==> config.mk <==
export PLATFORM = sky130hd
export DESIGN_NAME = mem_bus_ctrl
export DESIGN_NICKNAME = d
export VERILOG_FILES = /design/src/rtl/mem_bus_pkg.sv /design/src/rtl/bus_wait_counter.sv /design/src/rtl/mem_bus_ctrl.sv
export SDC_FILE = /design/constraint.sdc
export NUM_CORES = 1
export LEC_CHECK = 0
export BUFFER_PORTS_ARGS = -buffer_cell sky130_fd_sc_hd__buf_4
export CAP_MARGIN = 40
export CORE_MARGIN = 3
export CORE_UTILIZATION = 31
export DETAILED_ROUTE_END_ITERATION = 7
export MAX_ROUTING_LAYER = met4
export PLACE_DENSITY = 0.69
export SETUP_SLACK_MARGIN = 0.4
export SYNTH_ARGS = -nofsm -noshare
export SYNTH_HDL_FRONTEND = slang
export SYNTH_SLANG_ARGS = --single-unit
==> constraint.sdc <==
create_clock -name clk -period 2 [get_ports clk]
set_clock_uncertainty 0.05 [all_clocks]
set_input_delay 0.4 -clock clk [delete_from_list [all_inputs] [get_ports clk]]
set_output_delay 0.4 -clock clk [all_outputs]
set_load 0.01 [all_outputs]
==> src/rtl/mem_bus_pkg.sv <==
// Shared definitions for the memory bus controller: FSM states, target
// indices and the fixed-priority target decoder.
package mem_bus_pkg;

    typedef enum logic [1:0] {
        IDLE,
        ACCESS,
        SDRAM_WAIT,
        DONE
    } state_t;

    localparam int CNT_W = 8;

    localparam logic [2:0] TGT_SRAM  = 3'd0;
    localparam logic [2:0] TGT_SDRAM = 3'd1;
    localparam logic [2:0] TGT_VRAM  = 3'd2;
    localparam logic [2:0] TGT_ARAM  = 3'd3;
    localparam logic [2:0] TGT_IO    = 3'd4;
    localparam logic [2:0] TGT_NONE  = 3'd7;

    // Highest-priority enable wins; no enable means an unmapped access.
    function automatic logic [2:0] pick_target(
        input logic sram,
        input logic sdram,
        input logic vram,
        input logic aram,
        input logic io
    );
        if (sram)       return TGT_SRAM;
        else if (sdram) return TGT_SDRAM;
        else if (vram)  return TGT_VRAM;
        else if (aram)  return TGT_ARAM;
        else if (io)    return TGT_IO;
        else            return TGT_NONE;
    endfunction

endpackage

==> src/rtl/bus_wait_counter.sv <==
// Loadable down-counter used for both device wait states and the SDRAM
// acknowledge timeout; stops at zero.
module bus_wait_counter
    import mem_bus_pkg::*;
(
    input  logic             clk,
    input  logic             reset,
    input  logic             load,
    input  logic [CNT_W-1:0] load_value,
    input  logic             dec,
    output logic             zero
);

    logic [CNT_W-1:0] count_q;
    logic [CNT_W-1:0] count_d;

    always_comb begin
        count_d = count_q;
        if (load) begin
            count_d = load_value;
        end else if (dec && (count_q != '0)) begin
            count_d = count_q - 1'b1;
        end
    end

    always_ff @(posedge clk) begin
        if (reset) begin
            count_q <= '0;
        end else begin
            count_q <= count_d;
        end
    end

    assign zero = (count_q == '0);

endmodule

==> src/rtl/mem_bus_ctrl.sv <==
// CPU-to-device bus controller: latches one request, drives the selected
// device with programmable wait states, handshakes SDRAM, flags bus errors.
module mem_bus_ctrl
    import mem_bus_pkg::*;
#(
    parameter int SRAM_WAIT     = 1,
    parameter int RAM_WAIT      = 1,
    parameter int IO_WAIT       = 0,
    parameter int SDRAM_TIMEOUT = 255
) (
    input  logic        clk,
    input  logic        reset,
    input  logic        mem_valid,
    input  logic [31:0] mem_addr,
    input  logic [31:0] mem_wdata,
    input  logic [3:0]  mem_wstrb,
    output logic        mem_ready,
    output logic [31:0] mem_rdata,
    input  logic        en_sram,
    input  logic        en_sdram,
    input  logic        en_video_ram,
    input  logic        en_audio_ram,
    input  logic        en_io,
    output logic [31:0] bus_addr,
    output logic [31:0] bus_wdata,
    output logic [3:0]  bus_wstrb,
    output logic        bus_rd,
    output logic        bus_wr,
    output logic        sel_sram,
    output logic        sel_sdram,
    output logic        sel_vram,
    output logic        sel_aram,
    output logic        sel_io,
    input  logic [31:0] sram_rdata,
    input  logic [31:0] vram_rdata,
    input  logic [31:0] aram_rdata,
    input  logic [31:0] io_rdata,
    input  logic [31:0] sdram_rdata,
    output logic        sdram_req,
    input  logic        sdram_ack,
    output logic        bus_error,
    output logic [31:0] err_addr,
    input  logic        err_clr
);

    localparam logic [CNT_W-1:0] SRAM_LOAD    = CNT_W'(SRAM_WAIT);
    localparam logic [CNT_W-1:0] RAM_LOAD     = CNT_W'(RAM_WAIT);
    localparam logic [CNT_W-1:0] IO_LOAD      = CNT_W'(IO_WAIT);
    localparam logic [CNT_W-1:0] TIMEOUT_LOAD = CNT_W'(SDRAM_TIMEOUT - 1);

    state_t      state_q, state_d;
    logic [2:0]  tgt_q, tgt_d;
    logic [31:0] bus_addr_q, bus_addr_d;
    logic [31:0] bus_wdata_q, bus_wdata_d;
    logic [3:0]  bus_wstrb_q, bus_wstrb_d;
    logic        bus_rd_q, bus_rd_d;
    logic        bus_wr_q, bus_wr_d;
    logic        sdram_req_q, sdram_req_d;
    logic [31:0] mem_rdata_q, mem_rdata_d;
    logic        bus_error_q, bus_error_d;
    logic [31:0] err_addr_q, err_addr_d;

    logic             cnt_load, cnt_dec, cnt_zero;
    logic [CNT_W-1:0] cnt_value;
    logic             err_set;
    logic [31:0]      err_addr_new;
    logic [31:0]      sel_rdata;
    logic [2:0]       req_tgt;

    assign req_tgt = pick_target(en_sram, en_sdram, en_video_ram, en_audio_ram, en_io);

    always_comb begin
        sel_rdata = '0;
        case (tgt_q)
            TGT_SRAM: sel_rdata = sram_rdata;
            TGT_VRAM: sel_rdata = vram_rdata;
            TGT_ARAM: sel_rdata = aram_rdata;
            TGT_IO:   sel_rdata = io_rdata;
            default:  sel_rdata = '0;
        endcase
    end

    always_comb begin
        state_d      = state_q;
        tgt_d        = tgt_q;
        bus_addr_d   = bus_addr_q;
        bus_wdata_d  = bus_wdata_q;
        bus_wstrb_d  = bus_wstrb_q;
        bus_rd_d     = bus_rd_q;
        bus_wr_d     = bus_wr_q;
        sdram_req_d  = sdram_req_q;
        mem_rdata_d  = mem_rdata_q;
        bus_error_d  = bus_error_q;
        err_addr_d   = err_addr_q;
        cnt_load     = 1'b0;
        cnt_value    = '0;
        cnt_dec      = 1'b0;
        err_set      = 1'b0;
        err_addr_new = '0;

        case (state_q)
            IDLE: begin
                if (mem_valid) begin
                    bus_addr_d  = mem_addr;
                    bus_wdata_d = mem_wdata;
                    bus_wstrb_d = mem_wstrb;
                    tgt_d       = req_tgt;
                    mem_rdata_d = '0;
                    cnt_load    = 1'b1;
                    case (req_tgt)
                        TGT_NONE: begin
                            state_d      = DONE;
                            err_set      = 1'b1;
                            err_addr_new = mem_addr;
                        end
                        TGT_SDRAM: begin
                            state_d     = SDRAM_WAIT;
                            sdram_req_d = 1'b1;
                            cnt_value   = TIMEOUT_LOAD;
                        end
                        default: begin
                            state_d  = ACCESS;
                            bus_rd_d = (mem_wstrb == 4'h0);
                            bus_wr_d = (mem_wstrb != 4'h0);
                            case (req_tgt)
                                TGT_SRAM:           cnt_value = SRAM_LOAD;
                                TGT_VRAM, TGT_ARAM: cnt_value = RAM_LOAD;
                                default:            cnt_value = IO_LOAD;
                            endcase
                        end
                    endcase
                end
            end
            ACCESS: begin
                // The write strobe is a single-cycle pulse regardless of wait states.
                bus_wr_d = 1'b0;
                if (cnt_zero) begin
                    state_d  = DONE;
                    bus_rd_d = 1'b0;
                    if (bus_wstrb_q == 4'h0) begin
                        mem_rdata_d = sel_rdata;
                    end
                end else begin
                    cnt_dec = 1'b1;
                end
            end
            SDRAM_WAIT: begin
                if (sdram_ack) begin
                    state_d     = DONE;
                    sdram_req_d = 1'b0;
                    mem_rdata_d = (bus_wstrb_q == 4'h0) ? sdram_rdata : '0;
                end else if (cnt_zero) begin
                    state_d      = DONE;
                    sdram_req_d  = 1'b0;
                    mem_rdata_d  = '0;
                    err_set      = 1'b1;
                    err_addr_new = bus_addr_q;
                end else begin
                    cnt_dec = 1'b1;
                end
            end
            DONE: begin
                state_d = IDLE;
                tgt_d   = TGT_NONE;
            end
            default: state_d = IDLE;
        endcase

        // A new error beats a simultaneous clear; the address only updates when none is pending.
        if (err_set) begin
            bus_error_d = 1'b1;
            if (!bus_error_q || err_clr) begin
                err_addr_d = err_addr_new;
            end
        end else if (err_clr) begin
            bus_error_d = 1'b0;
            err_addr_d  = '0;
        end
    end

    always_ff @(posedge clk) begin
        if (reset) begin
            state_q     <= IDLE;
            tgt_q       <= TGT_NONE;
            bus_addr_q  <= '0;
            bus_wdata_q <= '0;
            bus_wstrb_q <= '0;
            bus_rd_q    <= 1'b0;
            bus_wr_q    <= 1'b0;
            sdram_req_q <= 1'b0;
            mem_rdata_q <= '0;
            bus_error_q <= 1'b0;
            err_addr_q  <= '0;
        end else begin
            state_q     <= state_d;
            tgt_q       <= tgt_d;
            bus_addr_q  <= bus_addr_d;
            bus_wdata_q <= bus_wdata_d;
            bus_wstrb_q <= bus_wstrb_d;
            bus_rd_q    <= bus_rd_d;
            bus_wr_q    <= bus_wr_d;
            sdram_req_q <= sdram_req_d;
            mem_rdata_q <= mem_rdata_d;
            bus_error_q <= bus_error_d;
            err_addr_q  <= err_addr_d;
        end
    end

    bus_wait_counter u_wait_cnt (
        .clk        (clk),
        .reset      (reset),
        .load       (cnt_load),
        .load_value (cnt_value),
        .dec        (cnt_dec),
        .zero       (cnt_zero)
    );

    assign mem_ready = (state_q == DONE);
    assign mem_rdata = mem_rdata_q;
    assign bus_addr  = bus_addr_q;
    assign bus_wdata = bus_wdata_q;
    assign bus_wstrb = bus_wstrb_q;
    assign bus_rd    = bus_rd_q;
    assign bus_wr    = bus_wr_q;
    assign sel_sram  = (tgt_q == TGT_SRAM);
    assign sel_sdram = (tgt_q == TGT_SDRAM);
    assign sel_vram  = (tgt_q == TGT_VRAM);
    assign sel_aram  = (tgt_q == TGT_ARAM);
    assign sel_io    = (tgt_q == TGT_IO);
    assign sdram_req = sdram_req_q;
    assign bus_error = bus_error_q;
    assign err_addr  = err_addr_q;

endmodule

== Word-level counts from Yosys, hierarchy flattened ==
Cells that the tools add are included.
Word-level totals
  register bits: 149
  bits in latches: 0
  memory bits (read-only): 0
  input bits: 238
  logic and storage cells: 114
  RAM bits: 0
  memories kept: 0
  output and inout bits: 142
Operators by class
  bitwise operators: 0
  reduce and logical (&&, ||, !) cells: 26
  multipliers: 0
  magnitude comparators: 0
  div/mod/pow operators: 0
  eq/ne operators: 18
  add/subtract/negate cells: 1
  shift-type cells: 0
  mux-type cells: 57
Operators by type and width (number)
  $mux 32: 13
  $pmux 32 s4: 1
  $pmux 32 s3: 1
  $pmux 32 s2: 1
  $mux 8: 4
  $mux 1: 19
  $pmux 8 s2: 1
  $mux 3: 5
  $eq 3x2->1 const B: 4
  $pmux 1 s2: 5
  $reduce_bool 2->1: 5
  $logic_not 4->1: 2
  $logic_not 8->1: 1
  $mux 2: 4
  $ne 2x2->1 const B: 4
  $pmux 2 s4: 1
  $reduce_and 4->1: 2
  $reduce_bool 8->1: 1
  $sub 8x1->8 const B: 1
  $eq 3x1->1 const B: 2
  $eq 3x3->1 const B: 2
  $logic_not 3->1: 2
  $pmux 3 s2: 1
  $reduce_and 2->1: 3
  15 further kinds: 17

== Logic depth before layout (Yosys ltp) ==
  depth after elaboration: 12
  mapped depth: 9
  gate-level depth less buffers: 7

== Hierarchy ==
Synthesis repeated with hierarchy kept, for this count alone.
Unflattened totals
  cell total of the unflattened synthesis: 781
  area total of the unflattened synthesis: 6837.8 um^2
Modules (own cells, without submodules)
  mem_bus_ctrl: sequential area each 2822.7 um^2, area each 6322.3 um^2, instances 1, cells each 722
  bus_wait_counter: sequential area each 160.2 um^2, area each 515.5 um^2, instances 1, cells each 59

== Least setup slack after synthesis ==
No wires, ideal clock.
  kind: register to register
  start: register u_wait_cnt.count_q[2]
  end: register mem_rdata_q[10] (netlist: mem_rdata[10])
  arrival time: 1.800 ns
  slack: 0.028 ns
  path buffers: 1
  cell stages (with the launch flop): 7
  setup time: 0.123 ns
  clock period less this slack: 1.972 ns
  data required time: 1.827 ns
  path through: dfxtp_1 or4_4 nor3_4 o221a_4 nor2_1 buf_2 o2bb2ai_1
On the way
  longest elaborated chain between the ends: 3
  elaborated cells on any way between the ends: 4
  classes of those cells: 2 x eq/ne; 2 x reduce/logical
RTL lines
  start, declared: line bus_wait_counter.sv:14  | logic [CNT_W-1:0] count_q;
  start signal, assigned: line bus_wait_counter.sv:30  | count_q <= count_d;
  $logic_not 8->1 (*): line bus_wait_counter.sv:34  | assign zero = (count_q == '0);
  $ne 3x3->1 (no source line) or $ne 2x2->1 (tied branches)
  $reduce_and 5->1 (no source line) (*)
  end signal, assigned: line mem_bus_ctrl.sv:203  | mem_rdata_q <= mem_rdata_d;
  end, declared: line mem_bus_ctrl.sv:59  | logic [31:0] mem_rdata_q, mem_rdata_d;
Mark *: on every way between the ends. The rest lies on a longest branch, timed or not.
A chain may end at the register's enable or synchronous reset.

== Final worst setup path ==
  start: register u_wait_cnt.count_q[5]
  end: register state_q[0]
On the way
  longest elaborated chain between the ends: 4
RTL lines
  $logic_not 8->1 (*): line bus_wait_counter.sv:34
  $mux 2 (*)
  $mux 2
  $pmux 2 s4 (*)
  end signal, assigned: line mem_bus_ctrl.sv:195  | state_q <= state_d;
  end, declared: line mem_bus_ctrl.sv:51  | state_t state_q, state_d;
Marks and branches as above.

==> results.yml <==
synthesis:
  synth-edff-count: 0
  postSynthCellCount: 781
  syn_area_um2: 6880
  ys_seq_area_share_pct: 43.3
  synthAdderAreaFrac_pct: 1.09
  synth_top_family_by_area: "compound AO/OA/AOI/OAI gates"
  avgSynthCellArea_um2: 8.81
  synth_top_cell_area_share_pct: 43.3
  synth_top_area_cell: "dfxtp_1"
  synthSimpleGateAreaFrac_pct: 16.5
  yosysWarningCount: 0
  ys_seq_elements: 149
  synthesis.nets: 1025
  synth_xor_area_share_pct: 0.127
  netlist_top_cells_count: "151 x nand2_1, 149 x dfxtp_1, 108 x a21oi_1"
  synth_area_leaders: "dfxtp_1 43%, nand2_1 8.2%, a21oi_1 7.9%"
  synth_compound_area_share_pct: 28.7
  synth_most_common_cell: "nand2_1"
  ys_async_sr_fraction_pct: 0
  synthMuxAreaShare_pct: 5.22
  synth-main-ff-cell: "dfxtp_1"
  yosysUniqueCellTypes: 50
placement:
  portBuffers: 379
  gp_congestion: 0.930
  placed_cell_area_um2: 10300
  dp_slack_ns: -0.128
  dp_hpwl_um: 19800
route:
  wl_per_cell_um: 20.9
  postRouteAntennaNets: 0
  drt-initial-drc-count: 752
  viasPerCell: 5.49
  wl_um: 31600
  drt_pass1_iterations: 7
  dr_total_vias: 8288
  drc_errors: 0
clock_tree:
  cts_buffer_depth: 2
  htreeDepth: 4
  cts_tree: "yes"
  clk_pin_slew_ns: 0.06
  cts_root_buf: "clkbuf_16"
  insertion_delay_ns: 0.42
  clock-sinks: 149
  numCtsBuffers: 17
power:
  p_per_area_nw_per_um2: 1210
  irDropWorstVdd_v: 0.000743
  leakagePower_nw: 5.52
setup_path:
  r2r_end: "state_q[0]$_SDFFE_PP0P_"
  start_kind: "register"
  ff2ff_path_depth: 6
  endpoint_kind: "register"
  required_ns: 2.23
  reg2reg_slack_ns: 0.01
  r2r_start: "u_wait_cnt.count_q[5]$_SDFFE_PP0P_"
  worst-setup-path-type: "reg2reg"
  worst_ep_arrival_time_ns: 2.22
  cp_max_fo: 4
layout:
  fin_nets: 1466
  final_util_pct: 59.6
  area.growth.synth_to_final_pct: 85.5
  drive_gt1_share_pct: 57.5
  fin_area_um2: 12800
sta:
  report.final.slew_viol_count: 0
  worst_pin_slew_ns: 0.505
  hold_slack_ns: 0.175
  layout_setup_ws_ns: 0.0117
  fin_crit_ns: 1.99
  min_period_over_period_pct: 99.4
  relSlewSlack_pct: 66.3
  setup_violations: 0
  rsz0062_at_grt: "yes"
  hold_viol_final: 0
  fmaxAchievable_ghz: 0.503
global_route:
  grt_pass1_wl_um: 44000
  antenna_found_initial: 1
  grt_pass1_vias: 7876
  grt_max_degree: 85
  grt_usage_pct: 23.5
  grt_overflow: 0
floorplan:
  io_pins: 380
  rows: 53
  coreArea_um2: 21400
  dieArea_um2: 24000
  initial_core_util_pct: 32.1
  die_height_um: 155
  die_w_um: 155
worst_hold_path:
  hold_class: "in2reg"
  min-delay-start: "mem_wdata[5]"
  whs_path_depth: 3
  holdPathEnd: "bus_wdata[5]$_SDFFE_PP0P_"
flow_run:
  drv_cap: 0
run_status:
  status: "complete, no violations"
-- through the flow --
stage	setup TNS, ns	instances	total power, W
6_report	0	1511	0.0154
5_1_grt	-0.0698	1511	0.0161
4_1_cts	0	1473	0.0139
3_5_place_dp	-0.468	1398	0.00886
3_3_place_gp	-0.922	1397	0.00882
2_1_floorplan	0	781	0.00683
-- per-layer routing --
layer | global-route usage [%] | vias to the layer above | wire (µm)
met5 | - | - | 0
met4 | 6.10 | 0 | 748
met3 | 5.15 | 44 | 2410
met2 | 39.7 | 395 | 15800
met1 | 28.4 | 4016 | 12700
li1 | - | 3833 | -
-- critical path, cell delays in order, from the launching register on --
cell and delay, ns:
dfxtp_2 0.33, or4_4 0.58, nor3_4 0.18, buf_4 0.16, buf_4 0.12, o31ai_1 0.07, a221oi_1 0.37
-- cell families after synthesis --
logic type / count (synthesis)
adders and majority gates: 6
muxes: 32
and+or+nand+nor: 235
DFF: 149
AOI/OAI and AO/OA: 273
xor gates and xnor gates: 1
buffers and inverters: 85
-- report_power, final --
group | switching [W] | internal [W] | total [W] | leakage (nW)
Sequential | 0.000345 | 0.00341 | 0.00376 | 1.21
Combinational | 0.00403 | 0.00421 | 0.00824 | 4.00
Clock | 0.00142 | 0.00200 | 0.00342 | 0.303
Total | 0.00579 | 0.00962 | 0.0154 | 5.52
-- what timing repair did --
action,4_1_cts,5_1_grt
resized for setup,86,151
hold buffers,0,0
pin swaps,35,79
setup buffers,33,28
cloned,10,9
endpoints found under the setup margin,145,149
-- flip-flops by register name (all words and copies together), names as in the netlist --
register            flops
bus_addr               32
bus_error               1
bus_rd                  1
bus_wdata              32
bus_wr                  1
bus_wstrb               4
err_addr               32
mem_rdata              32
sdram_req               1
state_q                 2
tgt_q                   3
u_wait_cnt.count_q      8
-- layout make-up --
cell class | count | area (µm²)
Sequential cell | 149 | 3000
Inverter | 10 | 42.5
Multi-Input combinational cell | 548 | 4360
Clock inverter | 15 | 191
Clock buffer | 17 | 425
Tap cell | 275 | 344
Timing Repair Buffer | 496 | 4400
Fill cell | 1798 | 8650
Antenna cell | 1 | 2.50
-- cell usage in the layout, fill, tap and decap left out, drive strengths merged, types with 4 or more instances in the layout --
master and instances:
o21ai 11, mux2 31, inv 17, ha 6
o2bb2ai 33, a32oi 32, nor2 15, a21oi 108
nand3b 33, nor4 5, nand2b 7, dfxtp 149
nand2 151, a222oi 31, clkbuf 24, nor3 6
nor3b 4, a22o 31, a31oi 5, clkinv 4
buf 488
-- how the worst max path moves through the flow --
stage                                            start                                  to  slack [ns]  depth (start not counted)
finish              u_wait_cnt.count_q[5]$_SDFFE_PP0P_             state_q[0]$_SDFFE_PP0P_        0.01                          6
global route        u_wait_cnt.count_q[5]$_SDFFE_PP0P_             state_q[0]$_SDFFE_PP0P_       -0.05                          6
CTS                 u_wait_cnt.count_q[5]$_SDFFE_PP0P_           err_addr[27]$_SDFFE_PP0P_        0.03                          6
detailed placement             state_q[0]$_SDFFE_PP0P_  u_wait_cnt.count_q[2]$_SDFFE_PP0P_       -0.13                          8
global placement               state_q[1]$_SDFFE_PP0P_          mem_rdata[23]$_SDFFE_PP0P_       -0.06                          7
floorplan           u_wait_cnt.count_q[5]$_SDFFE_PP0P_            err_addr[1]$_SDFFE_PP0P_        0.15                          6
Power figures use the tool's default switching activity.
